File: src/rtl/uart_tx_fifo_if.sv
// Write-side handshake bundle for uart_tx_fifo: producer drives valid/data,
// the transmitter answers with ready.
interface uart_tx_fifo_if #(
  parameter int DATA_W = 16
) ();
  logic              wr_valid;
  logic [DATA_W-1:0] wr_data;
  logic              wr_ready;

  modport master (output wr_valid, output wr_data, input wr_ready);
  modport slave  (input wr_valid, input wr_data, output wr_ready);
endinterface

File: src/rtl/uart_tx_fifo.sv
// UART transmitter with transmit FIFO and runtime frame format.
// Define UART_TX_CTS_EN to add the cts_n flow-control input.
module uart_tx_fifo #(
  parameter int DATA_W     = 16,
  parameter int FIFO_DEPTH = 16,
  parameter int DIV_W      = 16
) (
  input  logic                          clk,
  input  logic                          rst,
  input  logic [DIV_W-1:0]              cfg_clk_div,
  input  logic [4:0]                    cfg_bits,
  input  logic                          cfg_parity_en,
  input  logic                          cfg_parity_odd,
  input  logic                          cfg_two_stop,
  uart_tx_fifo_if.slave                 wr,
`ifdef UART_TX_CTS_EN
  input  logic                          cts_n,
`endif
  output logic                          tx,
  output logic                          busy,
  output logic [$clog2(FIFO_DEPTH):0]   fifo_level
);

  localparam int AW   = $clog2(FIFO_DEPTH);
  localparam int LW   = AW + 1;
  localparam int NB_W = $clog2(DATA_W + 1);

  localparam logic [2:0] ST_IDLE   = 3'd0;
  localparam logic [2:0] ST_START  = 3'd1;
  localparam logic [2:0] ST_DATA   = 3'd2;
  localparam logic [2:0] ST_PARITY = 3'd3;
  localparam logic [2:0] ST_STOP1  = 3'd4;
  localparam logic [2:0] ST_STOP2  = 3'd5;

  // Effective data-bit count: 0 means 1, anything above DATA_W saturates.
  function automatic logic [NB_W-1:0] clamp_bits(input logic [4:0] b);
    logic [NB_W-1:0] r;
    if (b == 5'd0) begin
      r = NB_W'(1);
    end else if (int'(b) > DATA_W) begin
      r = NB_W'(DATA_W);
    end else begin
      r = NB_W'(b);
    end
    return r;
  endfunction

  function automatic logic frame_parity(input logic [DATA_W-1:0] word,
                                        input logic [NB_W-1:0]   nb,
                                        input logic              odd);
    logic p;
    p = odd;
    for (int i = 0; i < DATA_W; i++) begin
      if (i < int'(nb)) begin
        p = p ^ word[i];
      end else begin
        p = p;
      end
    end
    return p;
  endfunction

  logic [2:0]        state_q, state_d, state_n;
  logic [DIV_W-1:0]  cnt_q, cnt_d;
  logic [DIV_W-1:0]  div_q, div_d;
  logic [NB_W-1:0]   bit_q, bit_d, bit_n;
  logic [NB_W-1:0]   nbits_q, nbits_d;
  logic [DATA_W-1:0] shift_q, shift_d, shift_n;
  logic              par_q, par_d;
  logic              par_en_q, par_en_d;
  logic              two_stop_q, two_stop_d;
  logic [LW-1:0]     level_q, level_d;
  logic [AW-1:0]     wptr_q, wptr_d;
  logic [AW-1:0]     rptr_q, rptr_d;
  logic              tx_q, tx_d;
  logic              busy_q, busy_d;
  logic              ready_q, ready_d;
  logic [DATA_W-1:0] mem_q [FIFO_DEPTH];
  logic [DATA_W-1:0] head;
  logic              push, pop, bit_end, last_bit, can_start, start_ok;

`ifdef UART_TX_CTS_EN
  logic cts_meta_q, cts_sync_q;

  // Two-flop synchronizer; reset to "not clear" so nothing starts early.
  always_ff @(posedge clk) begin
    if (rst) begin
      cts_meta_q <= 1'b1;
      cts_sync_q <= 1'b1;
    end else begin
      cts_meta_q <= cts_n;
      cts_sync_q <= cts_meta_q;
    end
  end
  assign start_ok = ~cts_sync_q;
`else
  assign start_ok = 1'b1;
`endif

  assign head      = mem_q[rptr_q];
  assign push      = wr.wr_valid && ready_q;
  assign bit_end   = (cnt_q == div_q);
  assign last_bit  = (bit_q == nbits_q - NB_W'(1));
  assign can_start = (level_q != {LW{1'b0}}) && start_ok;

  // Frame sequencing; a pop at the end of a stop bit chains straight into START.
  always_comb begin
    state_n = state_q;
    shift_n = shift_q;
    bit_n   = bit_q;
    pop     = 1'b0;
    case (state_q)
      ST_IDLE:   pop = can_start;
      ST_START:  state_n = bit_end ? ST_DATA : ST_START;
      ST_DATA: begin
        if (bit_end) begin
          shift_n = shift_q >> 1'b1;
          if (last_bit) begin
            bit_n   = {NB_W{1'b0}};
            state_n = par_en_q ? ST_PARITY : ST_STOP1;
          end else begin
            bit_n   = bit_q + NB_W'(1);
            state_n = ST_DATA;
          end
        end else begin
          state_n = ST_DATA;
        end
      end
      ST_PARITY: state_n = bit_end ? ST_STOP1 : ST_PARITY;
      ST_STOP1: begin
        if (bit_end && two_stop_q) begin
          state_n = ST_STOP2;
        end else if (bit_end) begin
          pop     = can_start;
          state_n = ST_IDLE;
        end else begin
          state_n = ST_STOP1;
        end
      end
      ST_STOP2: begin
        if (bit_end) begin
          pop     = can_start;
          state_n = ST_IDLE;
        end else begin
          state_n = ST_STOP2;
        end
      end
      default:   state_n = ST_IDLE;
    endcase

    state_d    = pop ? ST_START : state_n;
    shift_d    = pop ? head : shift_n;
    bit_d      = pop ? {NB_W{1'b0}} : bit_n;
    div_d      = pop ? cfg_clk_div : div_q;
    nbits_d    = pop ? clamp_bits(cfg_bits) : nbits_q;
    par_en_d   = pop ? cfg_parity_en : par_en_q;
    two_stop_d = pop ? cfg_two_stop : two_stop_q;
    par_d      = pop ? frame_parity(head, clamp_bits(cfg_bits), cfg_parity_odd) : par_q;
    cnt_d      = (pop || (state_q == ST_IDLE) || bit_end) ? {DIV_W{1'b0}}
                                                          : cnt_q + DIV_W'(1);
  end

  // FIFO bookkeeping and registered outputs derived from next-state values.
  always_comb begin
    case ({push, pop})
      2'b10:   level_d = level_q + LW'(1);
      2'b01:   level_d = level_q - LW'(1);
      default: level_d = level_q;
    endcase
    wptr_d  = push ? wptr_q + AW'(1) : wptr_q;
    rptr_d  = pop ? rptr_q + AW'(1) : rptr_q;
    ready_d = (level_d != LW'(FIFO_DEPTH));
    busy_d  = (state_d != ST_IDLE) || (level_d != {LW{1'b0}});
    case (state_q)
      ST_IDLE:   tx_d = 1'b1;
      ST_START:  tx_d = 1'b0;
      ST_DATA:   tx_d = shift_q[0];
      ST_PARITY: tx_d = par_q;
      ST_STOP1:  tx_d = 1'b1;
      ST_STOP2:  tx_d = 1'b1;
      default:   tx_d = 1'b1;
    endcase
  end

  // State registers.
  always_ff @(posedge clk) begin
    if (rst) begin
      state_q    <= ST_IDLE;
      cnt_q      <= {DIV_W{1'b0}};
      div_q      <= {DIV_W{1'b0}};
      bit_q      <= {NB_W{1'b0}};
      nbits_q    <= NB_W'(1);
      shift_q    <= {DATA_W{1'b0}};
      par_q      <= 1'b0;
      par_en_q   <= 1'b0;
      two_stop_q <= 1'b0;
      level_q    <= {LW{1'b0}};
      wptr_q     <= {AW{1'b0}};
      rptr_q     <= {AW{1'b0}};
      tx_q       <= 1'b1;
      busy_q     <= 1'b0;
      ready_q    <= 1'b1;
    end else begin
      state_q    <= state_d;
      cnt_q      <= cnt_d;
      div_q      <= div_d;
      bit_q      <= bit_d;
      nbits_q    <= nbits_d;
      shift_q    <= shift_d;
      par_q      <= par_d;
      par_en_q   <= par_en_d;
      two_stop_q <= two_stop_d;
      level_q    <= level_d;
      wptr_q     <= wptr_d;
      rptr_q     <= rptr_d;
      tx_q       <= tx_d;
      busy_q     <= busy_d;
      ready_q    <= ready_d;
    end
  end

  // FIFO storage is not cleared; the pointers define validity.
  always_ff @(posedge clk) begin
    if (!rst && push) begin
      mem_q[wptr_q] <= wr.wr_data;
    end
  end

  assign wr.wr_ready = ready_q;
  assign tx          = tx_q;
  assign busy        = busy_q;
  assign fifo_level  = level_q;

endmodule

File: src/flat_wrapper.sv
// flat-port wrapper written by rule: the top's interface ports become plain ports
module uart_tx_fifo_flat 
#(
  parameter int DATA_W     = 16,
  parameter int FIFO_DEPTH = 16,
  parameter int DIV_W      = 16
)
  (clk, rst, cfg_clk_div, cfg_bits, cfg_parity_en, cfg_parity_odd, cfg_two_stop, tx, busy, fifo_level, wr_wr_valid, wr_wr_data, wr_wr_ready);
  uart_tx_fifo_if #(.DATA_W(DATA_W)) wr_i ();
  input  logic clk;
  input  logic rst;
  input  logic [DIV_W-1:0] cfg_clk_div;
  input  logic [4:0] cfg_bits;
  input  logic cfg_parity_en;
  input  logic cfg_parity_odd;
  input  logic cfg_two_stop;
  output logic tx;
  output logic busy;
  output logic [$clog2(FIFO_DEPTH):0] fifo_level;
  input wire logic [$bits(wr_i.wr_valid)-1:0] wr_wr_valid;
  input wire logic [$bits(wr_i.wr_data)-1:0] wr_wr_data;
  output wire logic [$bits(wr_i.wr_ready)-1:0] wr_wr_ready;
  assign wr_i.wr_valid = wr_wr_valid;
  assign wr_i.wr_data = wr_wr_data;
  assign wr_wr_ready = wr_i.wr_ready;
  uart_tx_fifo #(.DATA_W(DATA_W), .FIFO_DEPTH(FIFO_DEPTH), .DIV_W(DIV_W)) u_core (.clk(clk), .rst(rst), .cfg_clk_div(cfg_clk_div), .cfg_bits(cfg_bits), .cfg_parity_en(cfg_parity_en), .cfg_parity_odd(cfg_parity_odd), .cfg_two_stop(cfg_two_stop), .wr(wr_i), .tx(tx), .busy(busy), .fifo_level(fifo_level));
endmodule
File: config.mk
export PLATFORM = sky130hd
export DESIGN_NAME = uart_tx_fifo_flat
export DESIGN_NICKNAME = d
export VERILOG_FILES = /design/src/rtl/uart_tx_fifo_if.sv /design/src/rtl/uart_tx_fifo.sv /design/src/flat_wrapper.sv
export SDC_FILE = /design/constraint.sdc
export NUM_CORES = 1
export LEC_CHECK = 0
export CORE_MARGIN = 2
export CORE_UTILIZATION = 60
export CTS_BUF_LIST = sky130_fd_sc_hd__clkbuf_8
export DETAILED_ROUTE_END_ITERATION = 8
export GPL_TIMING_DRIVEN = 1
export PLACE_DENSITY = 0.75
export SLEW_MARGIN = 20
export SYNTH_ARGS = -nofsm -noshare
export SYNTH_HDL_FRONTEND = slang
export SYNTH_SLANG_ARGS = --single-unit
export TNS_END_PERCENT = 50
File: constraint.sdc
create_clock -name clk -period 5.14 [get_ports clk]
set_input_delay 1.542 -clock clk [delete_from_list [all_inputs] [get_ports clk]]
set_output_delay 1.542 -clock clk [all_outputs]
set_load 0.005 [all_outputs]
# Yosys cells after proc, flatten, opt, wreduce, memory -nomap -nowiden
# Memory sizes are Yosys's and may differ from the RTL's. A register that Yosys moved wholly into a read port is not among the register bits.
# Cells that the tools add are included.
[word_totals]
elab_cells = 125
latchBits = 0
output_inout_bits = 8
mem_bits_rw = 256
reg_bits = 80
in_bits = 43
memories = 1
rom_bits = 0
[memory_table]
columns = ["name", "words", "width", "read_ports", "rd_clocked_by_memory_dff", "wr", "line", "text"]
rows = [
  ["u_core.mem_q", 16, 16, 1, 1, 1, "uart_tx_fifo.sv:78", "logic [DATA_W-1:0] mem_q [FIFO_DEPTH];"],
]
[classes]
order_cmp = 17
shift = 0
reduce_logical = 18
mux = 41
div = 0
n_bitwise = 16
n_addsub = 7
multipliers = 0
n_eq_ne = 10
[ops]
columns = ["operator", "count"]
rows = [
  ["two-way mux 16 bit", 3],
  ["less-than comparator 4 x 5 -> 1 bit, first input constant", 8],
  ["two-way mux 3 bit", 8],
  ["less-than comparator 3 x 5 -> 1 bit, first input constant", 4],
  ["two-way mux 1 bit", 20],
  ["one-hot mux 3 bit (6 select lines)", 1],
  ["adder 16 x 1 -> 16 bit, second input constant", 1],
  ["== test 16 bit", 1],
  ["XOR 1 bit", 16],
  ["two-way mux 5 bit", 3],
  ["adder 5 x 1 -> 5 bit, second input constant", 2],
  ["less-than comparator 1 x 5 -> 1 bit, first input constant", 2],
  ["less-than comparator 2 x 5 -> 1 bit, first input constant", 2],
  ["one-hot mux 5 bit (2 select lines)", 1],
  ["nonzero test 5 bit", 2],
  ["subtractor 5 x 1 -> 5 bit, second input constant", 2],
  ["adder 4 x 1 -> 4 bit, second input constant", 2],
  ["two-way mux 4 bit", 2],
  ["== test 3 x 2 -> 1 bit, second input constant", 2],
  ["== test 3 bit, second input constant", 2],
  ["one-hot mux 1 bit (3 select lines)", 2],
  ["== test 5 bit", 1],
  ["> comparator 5 bit, second input constant", 1],
  ["zero test 5 bit", 1],
  ["other kinds (13)", 20],
]

# Depth between registers and ports, before layout
# Gate-level depths: netlist of the first run.
[logic_depth]
word_depth = 35
depth_mapped = 20
depth_no_buf = 17

# Worst setup path after synthesis of the first run
# Ideal clock, no wire load.
[synth_path]
path_type = "flip-flop to flip-flop"
start = "register u_core.cnt_q[6]"
end = "register u_core.busy_q (netlist: u_core.busy)"
n_path_buf = 3
stages_incl_launch_ff = 21
t_arrival_ns = 3.636
period_less_slack_ns = 3.775
setup_slack_ns = 1.365
path_cell_list = "dfxtp_1 clkbuf_1 xnor2_1 nand4_1 nor4_2 o21ai_1 a2111o_1 clkbuf_1 inv_2 buf_2 ha_1 inv_1 fa_1 inv_1 a21o_1 a21oi_1 xnor2_1 nor2_1 xnor2_1 and2_1 a41oi_1"
[synth_via]
elab_chain_len = 8
elab_cells_between_ends = 19
[synth_lines]
columns = ["element", "line", "text"]
rows = [
  ["start, declared", "uart_tx_fifo.sv:64", "logic [DIV_W-1:0] cnt_q, cnt_d;"],
  ["start signal, assigned", "uart_tx_fifo.sv:189", "cnt_q <= {DIV_W{1'b0}};"],
  ["start signal, assigned", "uart_tx_fifo.sv:205", "cnt_q <= cnt_d;"],
  ["== test 16 bit (*)", "uart_tx_fifo.sv:102", "assign bit_end = (cnt_q == div_q);"],
  ["two-way mux 1 bit or logical AND 1 bit (tied branches)", "uart_tx_fifo.sv:133, uart_tx_fifo.sv:141, uart_tx_fifo.sv:131", ""],
  ["two-way mux 1 bit", "uart_tx_fifo.sv:131", "if (bit_end && two_stop_q) begin"],
  ["one-hot mux 1 bit (3 select lines) (*)", "uart_tx_fifo.sv:112", "case (state_q)"],
  ["via u_core.pop", "uart_tx_fifo.sv:80", "logic push, pop, bit_end, last_bit, can_start, start_ok;"],
  ["== test 2 x 1 -> 1 bit or == test 2 bit (tied branches)", "uart_tx_fifo.sv:165", "case ({push, pop})"],
  ["one-hot mux 5 bit (2 select lines)", "uart_tx_fifo.sv:165", ""],
  ["nonzero test 5 bit", "uart_tx_fifo.sv:173", "busy_d = (state_d != ST_IDLE) || (level_d != {LW{1'b0}});"],
  ["logical OR 1 bit (*)", "uart_tx_fifo.sv:173", ""],
  ["end signal, assigned", "uart_tx_fifo.sv:217", "busy_q <= busy_d;"],
  ["end, declared", "uart_tx_fifo.sv:76", "logic busy_q, busy_d;"],
]
# Mark *: on every way through the listed nets, which the timed path passes. The rest lies on a longest branch.
# A chain may end at the register's enable or synchronous reset.

# Worst setup path after layout of the first run
[layout_path]
start = "register u_core.cnt_q[7]"
end = "register u_core.busy_q (netlist: u_core.busy)"
[layout_via]
elab_chain_len = 8
elab_cells_between_ends = 19
[layout_lines]
columns = ["element", "line"]
rows = [
  ["== test 16 bit (*)", "uart_tx_fifo.sv:102"],
  ["two-way mux 1 bit or logical AND 1 bit (tied branches)", "uart_tx_fifo.sv:133, uart_tx_fifo.sv:141, uart_tx_fifo.sv:131"],
  ["two-way mux 1 bit", "uart_tx_fifo.sv:131"],
  ["one-hot mux 1 bit (3 select lines)", "uart_tx_fifo.sv:112"],
  ["== test 2 x 1 -> 1 bit or == test 2 bit (tied branches)", "uart_tx_fifo.sv:165"],
  ["one-hot mux 5 bit (2 select lines)", "uart_tx_fifo.sv:165"],
  ["nonzero test 5 bit", "uart_tx_fifo.sv:173"],
  ["logical OR 1 bit (*)", "uart_tx_fifo.sv:173"],
]
# Every way passes the cells marked *; elsewhere a longest branch is shown, timed or not.

==> qor.yml, run 1 <==
clock_network:
  cts.clk_slew.worst_paths_ns: 0.06
  cts.sinks: 340
  cts-buffers-inserted: 54
  root_buffer: "clkbuf_8"
  h-tree-depth: 2
  hold_buffers: 0
  cts_tree: "done"
  clk_path_buf_depth: 3
  clk-insertion-delay-late_ns: 0.59
  cts_resized: 0
  postCtsSetupBuffers: 0
run_status:
  status: "finished, final reports clean"
layout:
  areaGrowthSynthToFinish_pct: 13.10
  drive_gt1_share_pct: 17.34
  num-nets-final: 1074
  fin_util_pct: 68.49
global_routing:
  grt_pass1_vias: 7886
  grt_max_degree: 63
  grt_use_total_pct: 24.19
  antenna_found_initial: 1
  grt_pass1_wl_um: 44440
  grt_overflow: 0
worst_setup_path:
  cp_cell_sequence: "xnor2_1 -> nand4_1 -> nor4_2 -> o21ai_1 -> a2111o_1 -> inv_2 -> ha_1 -> inv_1 -> fa_1 -> inv_1 -> a21o_1 -> a21oi_1 -> xnor2_1 -> nor2_1 -> xnor2_1 -> and2_1 -> a41oi_1"
  path_class: "flip-flop to flip-flop"
  cp_max_fo: 7
  crit_top_cell: "xnor2_1"
  start_kind: "flip-flop"
  cp_num_buf_inv: 3
  endpoint_kind: "flip-flop"
  required_ns: 5.56
  cp.arrival_ns: 4.26
  slowest_delay_ns: 0.56
  cp_slowest_cell: "nor4_2"
  crit_family: "simple AND/OR/NAND/NOR gates"
yosys:
  seq_area_frac_synth_pct: 66.51
  avgSynthCellArea_um2: 15.10
  yosysTopAreaCellShare_pct: 54.57
  yosysMostFrequentCell: "edfxtp_1"
  syn_area_um2: 14090
  syn_nets: 989
  synth.area.top_cells: "edfxtp_1 (55%), dfxtp_1 (12%), mux4_2 (8.6%), xnor2_1 (2.3%), nor2_1 (2.1%)"
  synth-seq-cells: 340
  synth_commonest_cells: "edfxtp_1 (256), dfxtp_1 (84), nor2_1 (80), nand2_1 (76), mux4_2 (54)"
  synthDistinctLibCells: 64
  yosysWarnings: 0
  synth_flop_cell: "edfxtp_1"
  synthArstFlopShare_pct: 0
  synth_edf_count: 256
  synthCells: 933
  yosys.area.top_type: "edfxtp_1"
timing:
  tightestPinTransition_ns: 0.8651
  relSlewSlack_pct: 42.11
  rsz0062_at_grt: "false"
  slew_violations: 0
  finClkSkew_ns: 0.03080
  finalCritPeriodShare_pct: 74.59
  min_period_ns: 3.834
  hold_viol_final: 0
  fin_tns_setup_ns: 0
  max_freq_mhz: 260.8
  setup_viol: 0
floorplan:
  die_w_um: 157.2
  io_pins: 51
  start_util_pct: 60.55
  die_y_um: 157.2
  dieArea_um2: 24720
  rows: 56
  core_area_um2: 23260
power_and_ir_drop:
  switching_share_pct: 30.51
  intPower_uw: 5009
  p_seq_share_pct: 46.1
  power.share.clock_pct: 28.1
  p_per_area_nw_per_um2: 452.5
  peakVddDrop_mv: 0.2767
  p_leak_uw: 0.005348
  combPwrFrac_pct: 25.7
  p_switching_uw: 2199
placement:
  gp_congestion: 0.8597
  dp_hpwl_um: 18090
  placement.io_buffers: 50
drt:
  drtAntennaViolNets: 0
  routed_via_density: 5.923
  routedWlPerCell_um: 20.97
  drt-initial-drc-count: 657
  first_pass_iters: 5
  num_vias: 8180
  routed_wl_um: 28950
  drcViolationCount: 0
min_path:
  hold_class: "flip-flop to flip-flop"
job:
  drv_cap: 0
[final cells by class]
class | count | area (µm²)
flip-flops and latches | 340 | 9373
fillers | 1615 | 7331
multi-input cells | 527 | 4415
clock buffers | 57 | 784.5
repair buffers | 77 | 698.2
well taps | 319 | 399.1
clock inverters | 42 | 191.4
inverters | 18 | 67.56
diodes | 1 | 2.502
[path summary, 6_finish.rpt]
| check | start | to | slack, ns | cells past startpoint |
|---|---|---|---|---|
| setup / recovery | u_core.cnt_q[7]$_SDFF_PP0_ | u_core.busy$_SDFF_PP0_ | 1.31 | 17 |
| hold / removal | u_core.shift_q[8]$_SDFFE_PP0P_ | u_core.shift_q[8]$_SDFFE_PP0P_ | 0.46 | 2 |
| setup reg to reg | u_core.cnt_q[7]$_SDFF_PP0_ | u_core.busy$_SDFF_PP0_ | 1.31 | 17 |
| hold reg to reg | u_core.shift_q[8]$_SDFFE_PP0P_ | u_core.shift_q[8]$_SDFFE_PP0P_ | 0.46 | 2 |
[power by group through the flow]
stage	clock network [µW]	logic, µW	registers [µW]
3_3_place_gp	0	1830	3380
4_1_cts	2070	1870	3330
5_1_grt	2200	2020	3350
3_5_place_dp	0	1850	3380
2_1_floorplan	0	1480	3290
6_report	2030	1860	3320
[sequential cells by signal, indices dropped and copies added (netlist names), 3 cells and up, named ones only]
signal             flops
u_core.div_q          16
u_core.state_q         3
u_core.wptr_q          4
u_core.mem_q         256
u_core.shift_q        16
u_core.fifo_level      5
u_core.cnt_q          16
u_core.rptr_q          4
u_core.bit_q           5
u_core.nbits_q         5
[logic make-up after synthesis]
family / synth area share (%)
DFF: 66.51
and+or+nand+nor: 8.190
AOI/OAI and AO/OA: 5.427
muxes: 12.12
buffers and inverters: 2.496
xor gates and xnor gates: 3.962
adders and majority gates: 1.288
[worst register-to-register path: cells and delay by family, from the launching register on]
family	cells	cell delay [ns]
AO/OA/AOI/OAI	5	0.95
XOR/XNOR	3	0.42
adder cells (fa/ha/maj)	2	0.65
buffers and inverters	3	0.27
flip-flops	1	0.42
AND/OR/NAND/NOR	4	1.00
[layout by cell type (no fill, tap or decap), drive strengths merged, types with 28 or more instances in the layout]
| master | n |
|---|---|
| edfxtp | 256 |
| inv | 42 |
| a21oi | 46 |
| nor2 | 80 |
| nand2 | 76 |
| buf | 28 |
| dfxtp | 84 |
| mux4 | 61 |
| clkbuf | 57 |
| xnor2 | 37 |
| clkdlybuf4s50 | 49 |
[per-layer routing]
| layer | global-route usage, % | wire length [µm] | part of all wire [%] | up-vias |
|---|---|---|---|---|
| li1 | - | - | - | 3730 |
| met1 | 33.30 | 12150 | 42 | 4079 |
| met2 | 39.07 | 14070 | 49 | 305 |
| met3 | 4.323 | 1864 | 6.4 | 66 |
| met4 | 9.177 | 872 | 3.0 | 0 |
| met5 | 0 | 0 | 0 | - |
[through the flow]
step	hold slack [ns]	total power, µW	instance area [µm²]	std cells	setup slack (ns)
after CTS	0.4594	7266	15930	1380	1.267
after floorplan	0.4364	4775	14090	933	1.365
final	0.4588	7208	15930	1381	1.306
after global routing	0.4741	7570	15930	1381	0.9821
after detailed placement	0.4512	5236	14950	1281	0.9105
after global placement	0.4423	5210	14950	1281	1.048
No activity file was read; power rests on OpenSTA's default activity.
==> run 2, diff against run 1 <==
Clock period 5.14 ns to 3.61 ns, I/O delays scaled along.
==> qor.yml, run 2 (synthesized netlist as in run 1, its figures left out) <==
run_status:
  status: "finished, final reports clean"
layout:
  regMostFlops: "u_core.mem_q"
  num-nets-final: 1094
  stdcell_count: 1400
  largest_reg_flops: 256
  layout_commonest_cell: "edfxtp_1"
  mostFrequentLayoutCells: "edfxtp_1 (256), nand2_1 (76), dfxtp_1 (75), nor2_1 (68), mux4_2 (54)"
  drive_gt1_share_pct: 19.89
  areaGrowthSynthToFinish_pct: 15.13
  diodes: 0
worst_setup_path:
  rrSetupSlack_ns: 0.29
  reg2reg_to: "u_core.busy$_SDFF_PP0_"
  cp_max_fo: 4
  endpoint_kind: "flip-flop"
  cp_slowest_cell: "a2111o_1"
  cp.arrival_ns: 3.76
  r2r_cells: 16
  cp_cell_sequence: "xnor2_2 -> nand4_1 -> nor4_4 -> o21ai_1 -> a2111o_1 -> inv_2 -> ha_4 -> ha_1 -> a21o_1 -> a21oi_1 -> xor2_1 -> nor2_1 -> a21oi_1 -> and3_1 -> and2_1 -> a41oi_1"
  path_class: "flip-flop to flip-flop"
  crit_top_cell: "a21oi_1"
  start_kind: "flip-flop"
  rr_startpoint: "u_core.cnt_q[15]$_SDFF_PP0_"
  required_ns: 4.05
  cp_num_buf_inv: 1
  crit_family: "compound AO/OA/AOI/OAI gates"
  slowest_delay_ns: 0.41
global_routing:
  grt_max_degree: 47
  antenna_found_initial: 0
  grt_pass1_wl_um: 46000
  grt_overflow: 0
  grt_use_total_pct: 25.17
  grt_pass1_vias: 8093
floorplan:
  io_pins: 51
  core_area_um2: 23260
  die_y_um: 157.2
  dieArea_um2: 24720
  die_w_um: 157.2
  rows: 56
  start_util_pct: 60.55
clock_network:
  cts_resized: 0
  cts.clk_slew.worst_paths_ns: 0.06
  clk-insertion-delay-late_ns: 0.60
  root_buffer: "clkbuf_8"
  h-tree-depth: 2
  clk_path_buf_depth: 3
  postCtsSetupBuffers: 0
  cts.sinks: 340
  cts_tree: "done"
  hold_buffers: 0
  cts-buffers-inserted: 52
timing:
  relSlewSlack_pct: 38.17
  rsz0062_at_grt: "false"
  finalCritPeriodShare_pct: 91.98
  setup_viol: 0
  slew_violations: 0
  fin_ws_ns: 0.2895
  min_period_ns: 3.321
  tightestPinTransition_ns: 0.9240
  hold_viol_final: 0
  fin_tns_setup_ns: 0
  max_freq_mhz: 301.2
  finClkSkew_ns: 0.02195
power_and_ir_drop:
  power_uw: 10520
  p_leak_uw: 0.005450
  switching_share_pct: 30.67
  p_seq_share_pct: 45.0
  p_per_area_nw_per_um2: 648.5
  peakVddDrop_mv: 0.4271
  p_switching_uw: 3225
  power.share.clock_pct: 28.4
  intPower_uw: 7292
  combPwrFrac_pct: 26.5
drt:
  drtAntennaViolNets: 0
  routed_via_density: 5.934
  wl_met2_um: 14750
  routedWlPerCell_um: 21.61
  num_vias: 8307
  drcViolationCount: 0
  drt-initial-drc-count: 802
  drt-met1-wl_um: 12530
  wl_met3_um: 2156
  routed_wl_um: 30250
  first_pass_iters: 5
  top_layer: "met4"
placement:
  dp_hpwl_um: 19140
  place_inst: 1303
  placement.io_buffers: 50
  gp_congestion: 0.8946
  place_ws_ns: 0.1795
min_path:
  holdPathStages: 1
  hold_class: "flip-flop to flip-flop"
  min_to: "u_core.cnt_q[0]$_SDFF_PP0_"
  hold_start: "u_core.cnt_q[0]$_SDFF_PP0_"
job:
  drv_cap: 0
[run 2: cell types whose count changed in the layout (fill, tap and decap cells not counted), sizes merged]
cell	before	now
clkinvlp	1	0
clkinv	17	27
diode	1	0
buf	28	50
clkbuf	57	53
bufinv	0	2
inv	42	33
[run 2: per-stage QoR]
stage	util, %	instance area, µm²	hold WS [ns]
3_3_place_gp	65.36	15200	0.4443
6_report	69.71	16220	0.4509
4_1_cts	69.59	16190	0.4580
3_5_place_dp	65.36	15200	0.4489
5_1_grt	69.71	16220	0.4750
2_1_floorplan	-	14100	0.4364
[run 2: final cells by class]
cell class | instances | area (µm²)
repair buffers | 99 | 938.4
well taps | 319 | 399.1
flip-flops and latches | 340 | 9380
clock inverters | 44 | 255.2
clock buffers | 53 | 729.5
fillers | 1545 | 7046
inverters | 18 | 67.56
multi-input cells | 527 | 4447
[run 2: per-layer routing]
metal	track usage, %	vias up
met5	0	-
met4	8.528	0
met3	5.011	69
met2	41.34	360
met1	34.10	4088
li1	-	3790
[run 2: how the worst max path moves through the flow]
| stage | slack [ns] | to | startpoint | cells past startpoint |
|---|---|---|---|---|
| 6_report | 0.29 | u_core.busy$_SDFF_PP0_ | u_core.cnt_q[15]$_SDFF_PP0_ | 16 |
| 5_1_grt | 0.04 | u_core.busy$_SDFF_PP0_ | u_core.cnt_q[15]$_SDFF_PP0_ | 17 |
| 4_1_cts | 0.20 | u_core.busy$_SDFF_PP0_ | u_core.div_q[11]$_SDFFE_PP0P_ | 17 |
| 3_5_place_dp | 0.18 | u_core.busy$_SDFF_PP0_ | wr_wr_valid | 12 |
| 3_3_place_gp | 0.21 | u_core.par_q$_SDFFE_PP0P_ | cfg_bits[0] | 10 |
| 2_1_floorplan | 0.02 | u_core.busy$_SDFF_PP0_ | u_core.cnt_q[7]$_SDFF_PP0_ | 19 |
[run 2: power groups by stage]
stage,Clock [µW],Combinational [µW],Sequential (µW)
2_1_floorplan,0,2150,4690
3_3_place_gp,0,2710,4800
3_5_place_dp,0,2760,4810
4_1_cts,3050,2770,4730
5_1_grt,3220,3050,4770
6_report,2990,2790,4740
==> edit 1 (settings of run 2) <==
`FIFO_DEPTH` is set to 16 in 2 places; all go to 8.
--- a/src/rtl/uart_tx_fifo.sv
+++ b/src/rtl/uart_tx_fifo.sv
@@ -2,7 +2,7 @@
 // Define UART_TX_CTS_EN to add the cts_n flow-control input.
 module uart_tx_fifo #(
   parameter int DATA_W     = 16,
-  parameter int FIFO_DEPTH = 16,
+  parameter int FIFO_DEPTH = 8,
   parameter int DIV_W      = 16
 ) (
   input  logic                          clk,
--- a/src/flat_wrapper.sv
+++ b/src/flat_wrapper.sv
@@ -2,7 +2,7 @@
 module uart_tx_fifo_flat 
 #(
   parameter int DATA_W     = 16,
-  parameter int FIFO_DEPTH = 16,
+  parameter int FIFO_DEPTH = 8,
   parameter int DIV_W      = 16
 )
   (clk, rst, cfg_clk_div, cfg_bits, cfg_parity_en, cfg_parity_odd, cfg_two_stop, tx, busy, fifo_level, wr_wr_valid, wr_wr_data, wr_wr_ready);
Interface: changed (resized fifo_level); port bits go from 51 to 50. No check against the original RTL was run, so the function may have changed too.
==> edit 1 against run 2 <==
  * Design area shrank 37%
  * Power shrank 31%
  * Synthesized area shrank 38%
  * Sequential cell count shrank 132
  * Combinational power shrank 14%
  * Setup slack lost 0.059 ns
  * Sequential power shrank 35%
  * Count of clock-buffer cells in the layout shrank 17
  * Critical endpoint unchanged
  * Routed wire length shrank 41%
==> edit 1: results (changes against run 2) <==
----------------------------------------------------
[Worst setup path]
  Number of cells on the worst reg-to-reg path ... 15 (-1)
  Critical register-to-register path startpoint ... u_core.cnt_q[3]
  Crit path arrival time ... 3.74 ns (-0.02 ns)

[Worst hold path]
  Hold path start ... u_core.shift_q[6]

[Logic synthesis]
  Synth cell count leaders ... 128 x sky130_fd_sc_hd__edfxtp_1, 80 x sky130_fd_sc_hd__dfxtp_1, 70 x sky130_fd_sc_hd__nor2_1
  Number of flops mapped to enable cells by yosys ... 128 (-50%)
  Multiplexer share of the synthesized area ... 0.0981 (-0.0231)
  Biggest area contributors in the synthesized netlist ... sky130_fd_sc_hd__edfxtp_1 44%, sky130_fd_sc_hd__dfxtp_1 18%, sky130_fd_sc_hd__mux4_2 5.9%
  Sequential cell area fraction in the yosys report ... 0.619 (-0.0463)

[STA]
  Final worst clock skew ... 0.0140 ns (-0.00795 ns)

[Routing]
  Routed wl met2 ... 8860 um (-40%)
  Metal-1 WL ... 7640 um (-39%)
  WL final ... 17800 um (-41%)
  DRC violation total after the first TritonRoute iteration ... 352 (-56%)

[GRT]
  Pin count of the biggest net entering global routing ... 40 (-15%)
  Total Routing Usage GR ... 0.231 (-0.0204)
  Number of global-route vias before repair ... 5614 (-31%)
  Met3 GRT Util ... 0.0415 (-0.00860)

[Outcome]
  Outcome ... completed

[Power]
  Worst vdd ir ... 0.574 mV (+34%)
  Internal power of the cells ... 4.88 mW (-33%)
  Static leakage ... 3.51 nW (-36%)
  Comb pwr share ... 0.329 (+0.064)

[CTS]
  Number of buffers created by CTS ... 34 (-35%)
  Clock latency on the worst-skew pair ... 0.51 ns (-0.09 ns)

[Finish]
  Flip-flop count of the largest register, all copies and words added ... 128 (-50%)

----------------------------------------------------
edit 1: cell count changes after synthesis, moves of 6 or more:
cell                       change
sky130_fd_sc_hd__mux4_2       -31
sky130_fd_sc_hd__nand2_1      -12
sky130_fd_sc_hd__nor2_1       -10
sky130_fd_sc_hd__a22oi_1       -7
sky130_fd_sc_hd__a21oi_1       -6
sky130_fd_sc_hd__edfxtp_1    -128
edit 1: metrics by stage:
step	std cells	area, um2	power, mW	hold slack, ns
after global routing	960	10200	7.70	0.474
after global placement	900	9570	5.42	0.442
after CTS	960	10200	7.35	0.458
final	960	10200	7.30	0.461
after detailed placement	900	9570	5.53	0.450
after floorplan	681	8810	4.89	0.436
edit 1: area by class of cell:
cell class	count	share of cell area
Clock buffer	36	0.0487
Clock inverter	24	0.0103
Inverter	11	0.00406
Multi-Input combinational cell	423	0.310
Sequential cell	208	0.535
Tap cell	184	0.0226
Timing Repair Buffer	74	0.0686
==> edit 2 (flow settings as in run 2) <==
Without the edit above. Add an input register stage for `cfg_bits`, `cfg_parity_en`, `cfg_parity_odd` and `cfg_two_stop`, with the module's reset; this delays them by one clock. The other inputs are not delayed to match.
--- a/src/rtl/uart_tx_fifo.sv
+++ b/src/rtl/uart_tx_fifo.sv
@@ -32,6 +32,25 @@
   localparam logic [2:0] ST_STOP1  = 3'd4;
   localparam logic [2:0] ST_STOP2  = 3'd5;
 
+  logic [4:0] cfg_bits_q;
+  logic cfg_parity_en_q;
+  logic cfg_parity_odd_q;
+  logic cfg_two_stop_q;
+
+  always_ff @(posedge clk) begin
+    if (rst) begin
+      cfg_bits_q       <= '0;
+      cfg_parity_en_q  <= '0;
+      cfg_parity_odd_q <= '0;
+      cfg_two_stop_q   <= '0;
+    end else begin
+      cfg_bits_q       <= cfg_bits;
+      cfg_parity_en_q  <= cfg_parity_en;
+      cfg_parity_odd_q <= cfg_parity_odd;
+      cfg_two_stop_q   <= cfg_two_stop;
+    end
+  end
+
   // Effective data-bit count: 0 means 1, anything above DATA_W saturates.
   function automatic logic [NB_W-1:0] clamp_bits(input logic [4:0] b);
     logic [NB_W-1:0] r;
@@ -152,10 +171,10 @@
     shift_d    = pop ? head : shift_n;
     bit_d      = pop ? {NB_W{1'b0}} : bit_n;
     div_d      = pop ? cfg_clk_div : div_q;
-    nbits_d    = pop ? clamp_bits(cfg_bits) : nbits_q;
-    par_en_d   = pop ? cfg_parity_en : par_en_q;
-    two_stop_d = pop ? cfg_two_stop : two_stop_q;
-    par_d      = pop ? frame_parity(head, clamp_bits(cfg_bits), cfg_parity_odd) : par_q;
+    nbits_d    = pop ? clamp_bits(cfg_bits_q) : nbits_q;
+    par_en_d   = pop ? cfg_parity_en_q : par_en_q;
+    two_stop_d = pop ? cfg_two_stop_q : two_stop_q;
+    par_d      = pop ? frame_parity(head, clamp_bits(cfg_bits_q), cfg_parity_odd_q) : par_q;
     cnt_d      = (pop || (state_q == ST_IDLE) || bit_end) ? {DIV_W{1'b0}}
                                                           : cnt_q + DIV_W'(1);
   end
Behaviour: not the same (Yosys sat finds a counterexample within 10 cycles, from zero or initial values and one cycle with rst high).
==> edit 2 against run 2 <==
  * Design area increased by 1.5%
  * Power increased by 2.4%
  * Synthesized area increased by 1.0%
  * Die area increased by 0.99%
  * Critical path depth unchanged
  * Sequential power increased by 2%
  * Setup slack got worse by 0.083 ns
  * Critical endpoint is now u_core.wr.wr_ready
  * Routed wire length decreased by 1.6%
  * Sequential cell count increased by 8
  * Highest routed layer unchanged
==> edit 2: results (changes against run 2) <==
----------------------------------------------------
[Routing]
  DRC violation total after the first TritonRoute iteration ... 725 (-9.6%)
  Via count ... 8189 (-1.4%)
  Metal-1 WL ... 12100 um (-3.2%)
  Average routed wire per standard cell ... 21.2 um (-1.8%)
  Router iterations before antenna repair ... 6 (+1)
  Routed wl met2 ... 15100 um (+2.1%)

[GRT]
  Number of global-route vias before repair ... 8106 (+0.16%)
  Pin count of the biggest net entering global routing ... 55 (+17%)
  Global-route met2 utilization ... 0.417 (+0.00359)
  Met1 global-route usage ... 0.324 (-0.0165)
  Total Routing Usage GR ... 0.245 (-0.00699)
  First-pass GRT wire length ... 45100 um (-2.0%)

[Logic synthesis]
  Adder-cell area share of the yosys netlist ... 0.0120 (-0.000921)
  Sequential cell area fraction in the yosys report ... 0.670 (+0.00459)
  Compound-Gate Fraction of Synth Area ... 0.0475 (-0.00679)
  Number of different library cells in the post-synthesis netlist ... 58 (-9.4%)
  Multiplexer share of the synthesized area ... 0.129 (+0.00802)
  Synthesized-area fraction occupied by xor and xnor cells ... 0.0351 (-0.00453)
  Number of instances in the synthesized netlist ... 937 (+0.43%)
  Nets in the synthesized netlist ... 993 (+0.40%)

[STA]
  Remaining max-slew budget at the tightest pin ... 0.357 (-0.0247)
  Final worst clock skew ... 0.0206 ns (-0.00135 ns)
  Fmax ... 294 MHz (-2.4%)

[Worst hold path]
  Cell depth of the worst hold path ... 2 (+1)
  Endpoint of the worst hold-timing path ... u_core.two_stop_q
  Hold path start ... u_core.cfg_two_stop_q

[CTS]
  Number of buffers created by CTS ... 54 (+3.8%)

[Worst setup path]
  Terminus of the critical flop-to-flop path ... u_core.wr.wr_ready
  Cell type group with the largest total delay on the critical path ... simple AND/OR/NAND/NOR gates
  CP max FO ... 5 (+1)
  Worst-case register-to-register setup slack ... 0.21 ns (-0.08 ns)
  Crit path arrival time ... 3.87 ns (+0.11 ns)
  Critical register-to-register path startpoint ... u_core.cnt_q[0]

[Placement]
  Placement-stage worst setup slack ... 0.0849 ns (-0.0946 ns)
  Global placement routability congestion ... 0.798 (-11%)
  Cell Count Post-Placement ... 1299 (-0.31%)
  DP HPWL ... 17900 um (-6.3%)
  Instance area after placement ... 15300 um2 (+0.60%)

[Finish]
  Non-filler cells in the finished layout ... 1402 (+0.14%)
  Final net count ... 1093 (-0.091%)

[Outcome]
  Outcome ... completed

[Power]
  Net switching fraction of the power ... 0.297 (-0.00967)
  Worst vdd ir ... 0.405 mV (-5.2%)

----------------------------------------------------
-- edit 2: how the worst max path moves through the flow --
stage                          start                 end
floorplan            u_core.cnt_q[5]         u_core.busy
global placement    u_core.cnt_q[12]         u_core.busy
detailed placement       wr_wr_valid  u_core.wr.wr_ready
CTS                 u_core.cnt_q[12]         u_core.busy
global route         u_core.cnt_q[0]         u_core.busy
finish               u_core.cnt_q[0]  u_core.wr.wr_ready
-- edit 2: power by group through the flow --
stage | Sequential (mW) | Clock [mW] | Combinational, mW
final | 4.85 | 3.23 | 2.69
after global routing | 4.89 | 3.47 | 2.95
after CTS | 4.84 | 3.30 | 2.65
after detailed placement | 4.92 | 0 | 2.65
after global placement | 4.91 | 0 | 2.61
after floorplan | 4.77 | 0 | 2.09
-- edit 2: layout make-up --
type | count | area [um2]
flip-flops and latches | 348 | 9550
fillers | 1593 | 6950
multi-input cells | 518 | 4470
clock buffers | 66 | 908
repair buffers | 95 | 858
well taps | 319 | 399
clock inverters | 36 | 189
inverters | 20 | 76.3
